$ cat src/rtl/mips_pkg.sv
// Shared MIPS pipeline constants: widths, opcode values and instruction field positions.
package mips_pkg;

  localparam int INSTR_W = 32;
  localparam int PC_W    = 8;

  localparam logic [5:0] OP_RTYPE = 6'b000000;
  localparam logic [5:0] OP_HALT  = 6'b111111;

  localparam int OPC_HI = 31;
  localparam int OPC_LO = 26;
  localparam int RS_HI  = 25;
  localparam int RS_LO  = 21;
  localparam int RT_HI  = 20;
  localparam int RT_LO  = 16;

  typedef enum logic {
    ST_RUN    = 1'b0,
    ST_HALTED = 1'b1
  } fetch_state_e;

  function automatic logic is_halt(input logic [INSTR_W-1:0] instr);
    return instr[OPC_HI:OPC_LO] == OP_HALT;
  endfunction

endpackage

$ cat src/rtl/fetch_buffer.sv
// Two-entry {instr, pc} FIFO between the ROM return path and decode.
module fetch_buffer #(
  parameter int DW = 32,
  parameter int AW = 8
) (
  input  logic          clk,
  input  logic          rst_n,
  input  logic          i_push,
  input  logic [DW-1:0] i_push_instr,
  input  logic [AW-1:0] i_push_pc,
  input  logic          i_pop,
  input  logic          i_flush,
  output logic [1:0]    o_count,
  output logic [DW-1:0] o_head_instr,
  output logic [AW-1:0] o_head_pc
);

  logic [DW-1:0] r_instr [2];
  logic [AW-1:0] r_pc    [2];
  logic          r_rd;
  logic          r_wr;
  logic [1:0]    r_count;

  // Flush only rewinds pointers; stale slots stay hidden behind count==0.
  always_ff @(posedge clk or negedge rst_n) begin
    if (!rst_n) begin
      for (int i = 0; i < 2; i++) begin
        r_instr[i] <= '0;
        r_pc[i]    <= '0;
      end
      r_rd    <= 1'b0;
      r_wr    <= 1'b0;
      r_count <= 2'd0;
    end else if (i_flush) begin
      r_rd    <= 1'b0;
      r_wr    <= 1'b0;
      r_count <= 2'd0;
    end else begin
      if (i_push) begin
        r_instr[r_wr] <= i_push_instr;
        r_pc[r_wr]    <= i_push_pc;
        r_wr          <= ~r_wr;
      end
      if (i_pop) r_rd <= ~r_rd;
      r_count <= r_count + {1'b0, i_push} - {1'b0, i_pop};
    end
  end

  assign o_count      = r_count;
  assign o_head_instr = r_instr[r_rd];
  assign o_head_pc    = r_pc[r_rd];

endmodule

$ cat src/rtl/fetch_unit.sv
// Instruction fetch: drives the synchronous ROM, hides its 1-cycle latency and
// hands {ir, ir_pc} to decode with stall, redirect and HALT handling.
module fetch_unit #(
  parameter int              PC_W     = mips_pkg::PC_W,
  parameter int              INSTR_W  = mips_pkg::INSTR_W,
  parameter logic [PC_W-1:0] RESET_PC = '0
) (
  input  logic               clk,
  input  logic               rst,
  output logic [PC_W-1:0]    rom_addr,
  output logic               rom_en,
  input  logic [INSTR_W-1:0] rom_data,
  input  logic               ready,
  input  logic               redirect,
  input  logic [PC_W-1:0]    redirect_pc,
  output logic [INSTR_W-1:0] ir,
  output logic [PC_W-1:0]    ir_pc,
  output logic               valid,
  output logic               halt
);
  import mips_pkg::*;

  fetch_state_e        r_state;
  fetch_state_e        w_state_nxt;
  logic [PC_W-1:0]     r_pc;
  logic [PC_W-1:0]     r_fl_pc;
  logic                r_inflight;

  logic [1:0]          w_count;
  logic [INSTR_W-1:0]  w_head_instr;
  logic [PC_W-1:0]     w_head_pc;
  logic                w_valid;
  logic                w_accept;
  logic                w_issue;
  logic                w_push;
  logic                w_push_halt;
  logic [2:0]          w_occ;

  assign w_valid     = (w_count != 2'd0);
  assign w_accept    = w_valid & ready;
  assign w_occ       = {1'b0, w_count} + {2'b00, r_inflight};
  // A redirect edge drops the word returning from the ROM.
  assign w_push      = r_inflight & ~redirect;
  assign w_push_halt = w_push & (rom_data[OPC_HI:OPC_LO] == OP_HALT);

  always_ff @(posedge clk or negedge rst) begin
    if (!rst) r_state <= ST_RUN;
    else      r_state <= w_state_nxt;
  end

  always_comb begin
    w_state_nxt = r_state;
    if (redirect)         w_state_nxt = ST_RUN;
    else if (w_push_halt) w_state_nxt = ST_HALTED;
  end

  // Issue only if the word will still have a slot when it lands next edge.
  always_comb begin
    w_issue = 1'b0;
    halt    = 1'b0;
    case (r_state)
      ST_RUN:  w_issue = ~redirect & (w_occ <= ({2'b00, w_accept} + 3'd1));
      default: halt    = (w_count == 2'd0);
    endcase
  end

  always_ff @(posedge clk or negedge rst) begin
    if (!rst) begin
      r_pc       <= RESET_PC;
      r_fl_pc    <= '0;
      r_inflight <= 1'b0;
    end else begin
      if (redirect)     r_pc <= redirect_pc;
      else if (w_issue) r_pc <= r_pc + 1'b1;
      if (w_issue)      r_fl_pc <= r_pc;
      // The word issued alongside a HALT push is never wanted.
      r_inflight <= w_issue & ~w_push_halt;
    end
  end

  fetch_buffer #(
    .DW (INSTR_W),
    .AW (PC_W)
  ) u_buf (
    .clk          (clk),
    .rst_n        (rst),
    .i_push       (w_push),
    .i_push_instr (rom_data),
    .i_push_pc    (r_fl_pc),
    .i_pop        (w_accept),
    .i_flush      (redirect),
    .o_count      (w_count),
    .o_head_instr (w_head_instr),
    .o_head_pc    (w_head_pc)
  );

  assign rom_addr = r_pc;
  assign rom_en   = w_issue;
  assign ir       = w_head_instr;
  assign ir_pc    = w_head_pc;
  assign valid    = w_valid;

endmodule

$ cat config.mk
export PLATFORM = sky130hd
export DESIGN_NAME = fetch_unit
export DESIGN_NICKNAME = d
export VERILOG_FILES = /design/src/rtl/mips_pkg.sv /design/src/rtl/fetch_buffer.sv /design/src/rtl/fetch_unit.sv
export SDC_FILE = /design/constraint.sdc
export NUM_CORES = 1
export LEC_CHECK = 0
export CELL_PAD_IN_SITES_DETAIL_PLACEMENT = 2
export CELL_PAD_IN_SITES_GLOBAL_PLACEMENT = 2
export CORE_ASPECT_RATIO = 0.6
export CORE_MARGIN = 2
export CORE_UTILIZATION = 32
export CTS_CLUSTER_DIAMETER = 200
export DETAILED_ROUTE_END_ITERATION = 8
export HOLD_SLACK_MARGIN = 0.08
export PLACE_DENSITY_LB_ADDON = 0.1
export SYNTH_ARGS = -nofsm -noshare
export SYNTH_HDL_FRONTEND = slang
export SYNTH_SLANG_ARGS = --single-unit
$ cat constraint.sdc
create_clock -name clk -period 3.04 [get_ports clk]
set_input_delay 0.608 -clock clk [delete_from_list [all_inputs] [get_ports clk]]
set_output_delay 0.608 -clock clk [all_outputs]
set_load 0.01 [all_outputs]
==> results of run 1 <==
[critical path: stages, from the launching register on]
cell     delay (ns)
dfrtp_1        0.38
or2_4          0.27
nand2_4        0.08
inv_4          0.04
fa_1           0.46
or3b_4         0.39
o32a_4         0.34
inv_2          0.06
buf_6          0.09
[cell usage in the layout, fill, tap and decap left out, types with 2 or more instances in the layout]
cell	count
buf_12	4
a211oi_1	2
mux2i_1	2
nor2_1	7
nand2b_1	2
inv_1	7
buf_4	25
bufinv_16	2
xor2_1	2
clkdlybuf4s50_1	91
dfrtp_1	101
o21ai_0	6
xnor2_1	6
a31oi_1	2
nor2b_1	2
ha_1	5
clkbuf_16	9
nand4_1	2
nand3_1	2
nand2_1	9
a21oi_1	4
clkbuf_8	2
mux2_2	127
[layer usage]
layer  vias to the layer above  wire, um
met5                         -         0
met1                      1541      5495
li1                       1382         -
met2                        72      5331
met3                         8       725
met4                         0        82
[kinds of logic (layout without fill, tap and decap cells)]
logic type               Yosys count  count (layout)  synth area share [%]
multiplexers                     129             129                 31.57
flip-flops                       102             102                 55.57
AND/OR/NAND/NOR                   36              36                 3.977
buffers and inverters             26             147                 2.397
AO/OA/AOI/OAI                     19              19                 2.888
XOR/XNOR                           8               8                 1.526
adder cells (fa/ha/maj)            7               7                 2.070
[path summary, 6_finish.rpt]
kind | start | depth (start not counted) | endpoint
max reg2reg | u_buf.o_count[1] | 10 | rom_addr[6]
min reg2reg | u_buf.r_instr[3] | 1 | u_buf.r_instr[3]
max | u_buf.o_count[1] | 8 | rom_en
max in group asynchronous | rst | 2 | u_buf.r_instr[39]
min in group clk | u_buf.r_instr[3] | 1 | u_buf.r_instr[3]
min | rst | 1 | u_buf.r_instr[21]
[power by group]
part	internal (mW)	switching [mW]	leakage, nW
logic	2.07	1.29	1.29
clock network	0.763	0.496	0.155
registers	2.01	0.388	1.22
total	4.85	2.17	2.66
[layout make-up]
type,instances,area (sq um)
Clock buffer,12,256.5
Clock inverter,3,67.56
Fill cell,1344,7515
Inverter,10,40.04
Multi-Input combinational cell,199,1961
Sequential cell,102,2554
Tap cell,192,240.2
Timing Repair Buffer,122,1199
[sequential cells by signal (all words and copies together) (netlist names)]
name / flops
u_buf.r_instr: 64
u_buf.r_pc: 16
r_fl_pc: 8
rom_addr: 8
u_buf.o_count: 2
r_inflight: 1
r_state: 1
u_buf.r_rd: 1
u_buf.r_wr: 1
[repair_timing]
item / 4_1_cts / 5_1_grt
gates resized for setup: 12 / 2
setup endpoints to repair: 1 / 2
pin swaps: 5 / 4
buffers inserted: 3 / 2
[through the flow]
stage | instance area, sq um | setup TNS [ns] | setup slack [ns] | std cells | power (mW)
floorplan | 4593 | 0 | 0.006942 | 327 | 4.117
global placement | 5936 | -0.6919 | -0.5487 | 620 | 5.580
detailed placement | 5936 | -0.9711 | -0.5947 | 620 | 5.730
CTS | 6295 | -0.1035 | -0.1035 | 638 | 7.121
global route | 6317 | -0.1143 | -0.1143 | 640 | 7.495
finish | 6317 | -0.01672 | -0.01672 | 640 | 7.021
==> impl_results.md, run 1 <==
* Routed Antenna Nets at 0
* Worst-Skew Late Latency at 0.34 ns
* Max Clock Skew at roughly 0.006 ns
* Initial antenna violation count at 0
* Num ports at 95
* Crit path DAT at 2.45 ns
* Layout Nets at 495
* Synth Instances at between 300 and 400
* Final design utilization at 45.67%
* First-pass GRT wire length at 19,160 um
* Met3 usage at approximately 5.3%
* Met1 GRT Util at 22.09%
* Gp weighted congestion at 0.7281
* Type of origin of the critical path: flip-flop
* PnR worst setup slack at -0.01672 ns
* Pins Over Slew Limit at 0
* Num CTS Buffers at 9
* Largest net degree at the start of global routing at 73
* Worst Hold Class: primary input to asynchronous set/reset pin
* Commonest cells post-synth: 127 x mux2_2, 102 x dfrtp_1, 10 x buf_2, 10 x nand2_1, 9 x inv_1
* CTS tree: built
* Peak VDD IR at 0.0003960 V
* Post-synth cell types at 34
* Drt pass-1 iters at 4
* Power per cell area at 1111 nW/um^2
* Least-Margin Pin Slew at between 0.4 and 0.5 ns
* GRT Util Overall at 16.15%
* Hold_buf cts at 0
* Most numerous cell in the Yosys netlist: mux2_2
* Detailed-route via count at 3,003
* Area of the mapped netlist at 4593 sq um
* Worst Setup End Kind: output pin
* Final Cycle Share at 100.5%
* Hpwl dp at 7876 um
* Relative slew slack at 70.35%
* CTS H-tree lvls at 3
* Fin crit period at a little over 3 ns
* Synth Warn # at 0
* Area grow syn2layout at 37.54%
* Seq/Total Area, Yosys at 55.57%
* Layout cells sized above 1 at between 40 and 50%
* Die height at 96.80 um
* Reg2Reg Setup Slack at 0.12 ns
* Synth Register Bits at 102
* Chip Width at between 150 and 200 um
* Clock slew at reported path FFs at 0.07 ns
* Largest area contributor in the netlist: dfrtp_1
* Met2 Use GR at between 20% and 30%
* Clock Sink Count at 102
* Synth top area share at 55.57%
* Synth area leaders: dfrtp_1 56%, mux2_2 31%, ha_1 1.6%
* Hold slack final at between 0.15 and 0.2 ns
* GRT busiest layer: met2
* WL final at 11,640 um
* Mapped Avg Cell Area at 14.05 sq um
* Cell row count at 33
* Grt total ovfl at 0
* WS Path Type: flip-flop to output pin
* Port Buffer Count at 94
* Syn Nets at 378
* Wirelength per Cell at 18.18 um
* Die Area at 15,360 sq um
* Max_cap viols at 0
* CTS max path bufs at 2
* Failing checks: negative setup slack
* Core area at 13,830 sq um
* Status: finished, violations left
* Ant. Diodes at 0
* Highest net fanout along the worst path at 2
* Initial DRC count at 61
* CTS root buffer: clkbuf_16
* RSZ-0062 raised after global routing: yes
* Data required time at the worst endpoint at 2.43 ns
* Top_reg_cell synth: dfrtp_1
* Final Hold Viols at 0
* Fmax at 327.1 MHz
* Synth async-reset ratio at 100.0%
* # DRC at 0
* Starting density of the core at 33.21%
* Static leakage at between 2 and 3 nW
* EDFF count, synth at 0
* Final setup violation count at 1
* Vias in the first global route at 3,487
* Via/cell ratio at 4.692
Power figures use the tool's default switching activity.
==> inputs of run 2 (changes only) <==
- CORE_MARGIN: 2 -> 1.5
==> impl_results.md, run 2 (same netlist as run 1, synthesis figures left out) <==
* WS Path Type: flip-flop to output pin (unchanged)
* Fmax at 319.6 MHz (was 327.1 MHz)
* Commonest non-fill, non-tap cell in the layout: mux2_2 (unchanged)
* # DRC at 0 (unchanged)
* Fin crit period at 3.129 ns (was 3.057 ns)
* Layout cells sized above 1 at 41.69% (was 40.85%)
* Initial antenna violation count at 0 (unchanged)
* Worst-Skew Late Latency at 0.35 ns (was 0.34 ns)
* Number of fill cells at 1,359 (was 1,344)
* Layout Nets at 497 (was 495)
* Clock Sink Count at 102 (unchanged)
* Largest net degree at the start of global routing at 42 (was 73)
* Hold slack final at 0.2506 ns (was 0.1993 ns)
* Clock power share at 17.0% (was 17.9%)
* Status: finished, violations left (unchanged)
* CTS root buffer: clkbuf_16 (unchanged)
* CTS tree: built (unchanged)
* Pins Over Slew Limit at 0 (unchanged)
* Starting density of the core at 33.21% (unchanged)
* Detailed-route via count at 3,043 (was 3,003)
* RSZ-0062 raised after global routing: yes (unchanged)
* Relative slew slack at 60.96% (was 70.35%)
* Static leakage at 2.665 nW (was 2.664 nW)
* Hpwl dp at 8339 um (was 7876 um)
* Die height at 95.80 um (was 96.80 um)
* WL final at 11,940 um (was 11,640 um)
* First-pass GRT wire length at 19,300 um (was 19,160 um)
* Sw frac at 32.05% (was 30.97%)
* Cell-internal power at 4.750 mW (was 4.846 mW)
* Port Buffer Count at 94 (unchanged)
* Data required time at the worst endpoint at 2.43 ns (about the same)
* Die Area at 15,100 sq um (was 15,360 sq um)
* Routed Antenna Nets at 0 (unchanged)
* Final setup violation count at 1 (unchanged)
* Vias in the first global route at 3,550 (was 3,487)
* Highest net fanout along the worst path at 2 (unchanged)
* Core area at 13,830 sq um (unchanged)
* Ant. Diodes at 0 (unchanged)
* PnR worst setup slack at -0.08920 ns (was -0.01672 ns)
* GRT Util Overall at 17.13% (was 16.15%)
* Grt total ovfl at 0 (unchanged)
* Final Hold Viols at 0 (unchanged)
* Wirelength per Cell at 18.57 um (was 18.18 um)
* Worst Setup End Kind: output pin (unchanged)
* Power per cell area at 1106 nW/um^2 (was 1111 nW/um^2)
* Comb pwr share at 48.8% (was 47.9%)
* Place WS at -0.5956 ns (was -0.5947 ns)
* Multi-input gate area at 1966 sq um (was 1961 sq um)
* CTS max path bufs at 2 (unchanged)
* Initial DRC count at 64 (was 61)
* Setup TNS at -0.08920 ns (was -0.01672 ns)
* Largest register FFs at 64 (unchanged)
* NetSw at 2.241 mW (was 2.175 mW)
* Failing checks: negative setup slack (unchanged)
* Chip Width at 157.7 um (was 158.7 um)
* Most frequent cells in the layout: 127 x mux2_2, 101 x dfrtp_1, 91 x clkdlybuf4s50_1 (unchanged)
* Crit path DAT at 2.52 ns (was 2.45 ns)
* Drt pass-1 iters at 3 (was 4)
* Clock slew at reported path FFs at 0.08 ns (was 0.07 ns)
* Worst Hold Class: primary input to asynchronous set/reset pin (unchanged)
* Final design utilization at 45.69% (was 45.67%)
* Max Clock Skew at 0.01016 ns (was 0.005984 ns)
* Num CTS Buffers at 9 (unchanged)
* Gp weighted congestion at 0.7084 (was 0.7281)
* Hold_buf cts at 0 (unchanged)
* Final Cycle Share at 102.9% (was 100.5%)
* Biggest register: u_buf.r_instr (unchanged)
* Register area at 2554 sq um (unchanged)
* Peak VDD IR at 0.0003960 V (about the same)
* Final instance area at 6320 sq um (was 6317 sq um)
* Type of origin of the critical path: flip-flop (unchanged)
* CTS H-tree lvls at 3 (unchanged)
* Least-Margin Pin Slew at 0.5856 ns (was 0.4410 ns)
* Area grow syn2layout at 37.59% (was 37.54%)
* Via/cell ratio at 4.733 (was 4.692)
* Sequential Power Share at 34.2% (about the same)
* Num ports at 95 (unchanged)
* Biggest regs: u_buf.r_instr: 64 flops, u_buf.r_pc: 16 flops (unchanged)
* Cell row count at 33 (unchanged)
* Placed cell area at 5943 sq um (was 5936 sq um)
* Max_cap viols at 0 (unchanged)
[run 2: area by class of cell]
cell class | instances | share of cell area [%]
repair buffers | 124 | 19.20
clock inverters | 7 | 1.287
clock buffers | 9 | 3.564
well taps | 192 | 3.801
multi-input cells | 199 | 31.10
inverters | 10 | 0.6335
flip-flops and latches | 102 | 40.41
[run 2: repair_timing]
item,in CTS,in global routing
gates resized for setup,11,4
setup endpoints to repair,1,2
buffers inserted,5,1
pin swaps,5,3
[run 2: per-stage QoR]
| stage | instances | power, mW |
|---|---|---|
| floorplan | 327 | 4.117 |
| global placement | 621 | 5.586 |
| finish | 643 | 6.991 |
| CTS | 642 | 7.076 |
| global route | 643 | 7.468 |
| detailed placement | 621 | 5.769 |
[run 2: worst max-delay path, stage by stage (launching register included)]
cell	delay [ns]
dfrtp_1	0.39
or2_4	0.27
nand2_4	0.08
inv_4	0.04
fa_1	0.49
or3b_4	0.41
o32a_4	0.35
inv_2	0.06
buf_6	0.09
[run 2: power by group through the flow]
stage	Sequential, mW	Clock [mW]	Combinational (mW)
global placement	2.35	0	3.24
finish	2.39	1.19	3.41
CTS	2.41	1.24	3.43
detailed placement	2.43	0	3.34
floorplan	2.28	0	1.83
global route	2.49	1.28	3.69
[run 2: metal layers]
layer | vias to the layer above | share of wire (%) | track usage [%]
li1 | 1396 | - | -
met5 | - | 0 | 0
met4 | 0 | 0.98 | 4.481
met1 | 1577 | 47 | 22.19
met2 | 58 | 48 | 28.69
met3 | 12 | 4.3 | 4.412
[run 2: final timing paths]
path / startpoint / end / slack [ns] / depth (start not counted)
max in group asynchronous: rst / r_fl_pc[5] / 2.01 / 2
max reg2reg: u_buf.o_count[0] / rom_addr[5] / 0.11 / 13
min: rst / u_buf.r_instr[23] / 0.25 / 1
min reg2reg: u_buf.r_instr[55] / u_buf.r_instr[55] / 0.51 / 1
max: u_buf.o_count[0] / rom_en / -0.09 / 8
min in group clk: u_buf.r_instr[55] / u_buf.r_instr[55] / 0.51 / 1
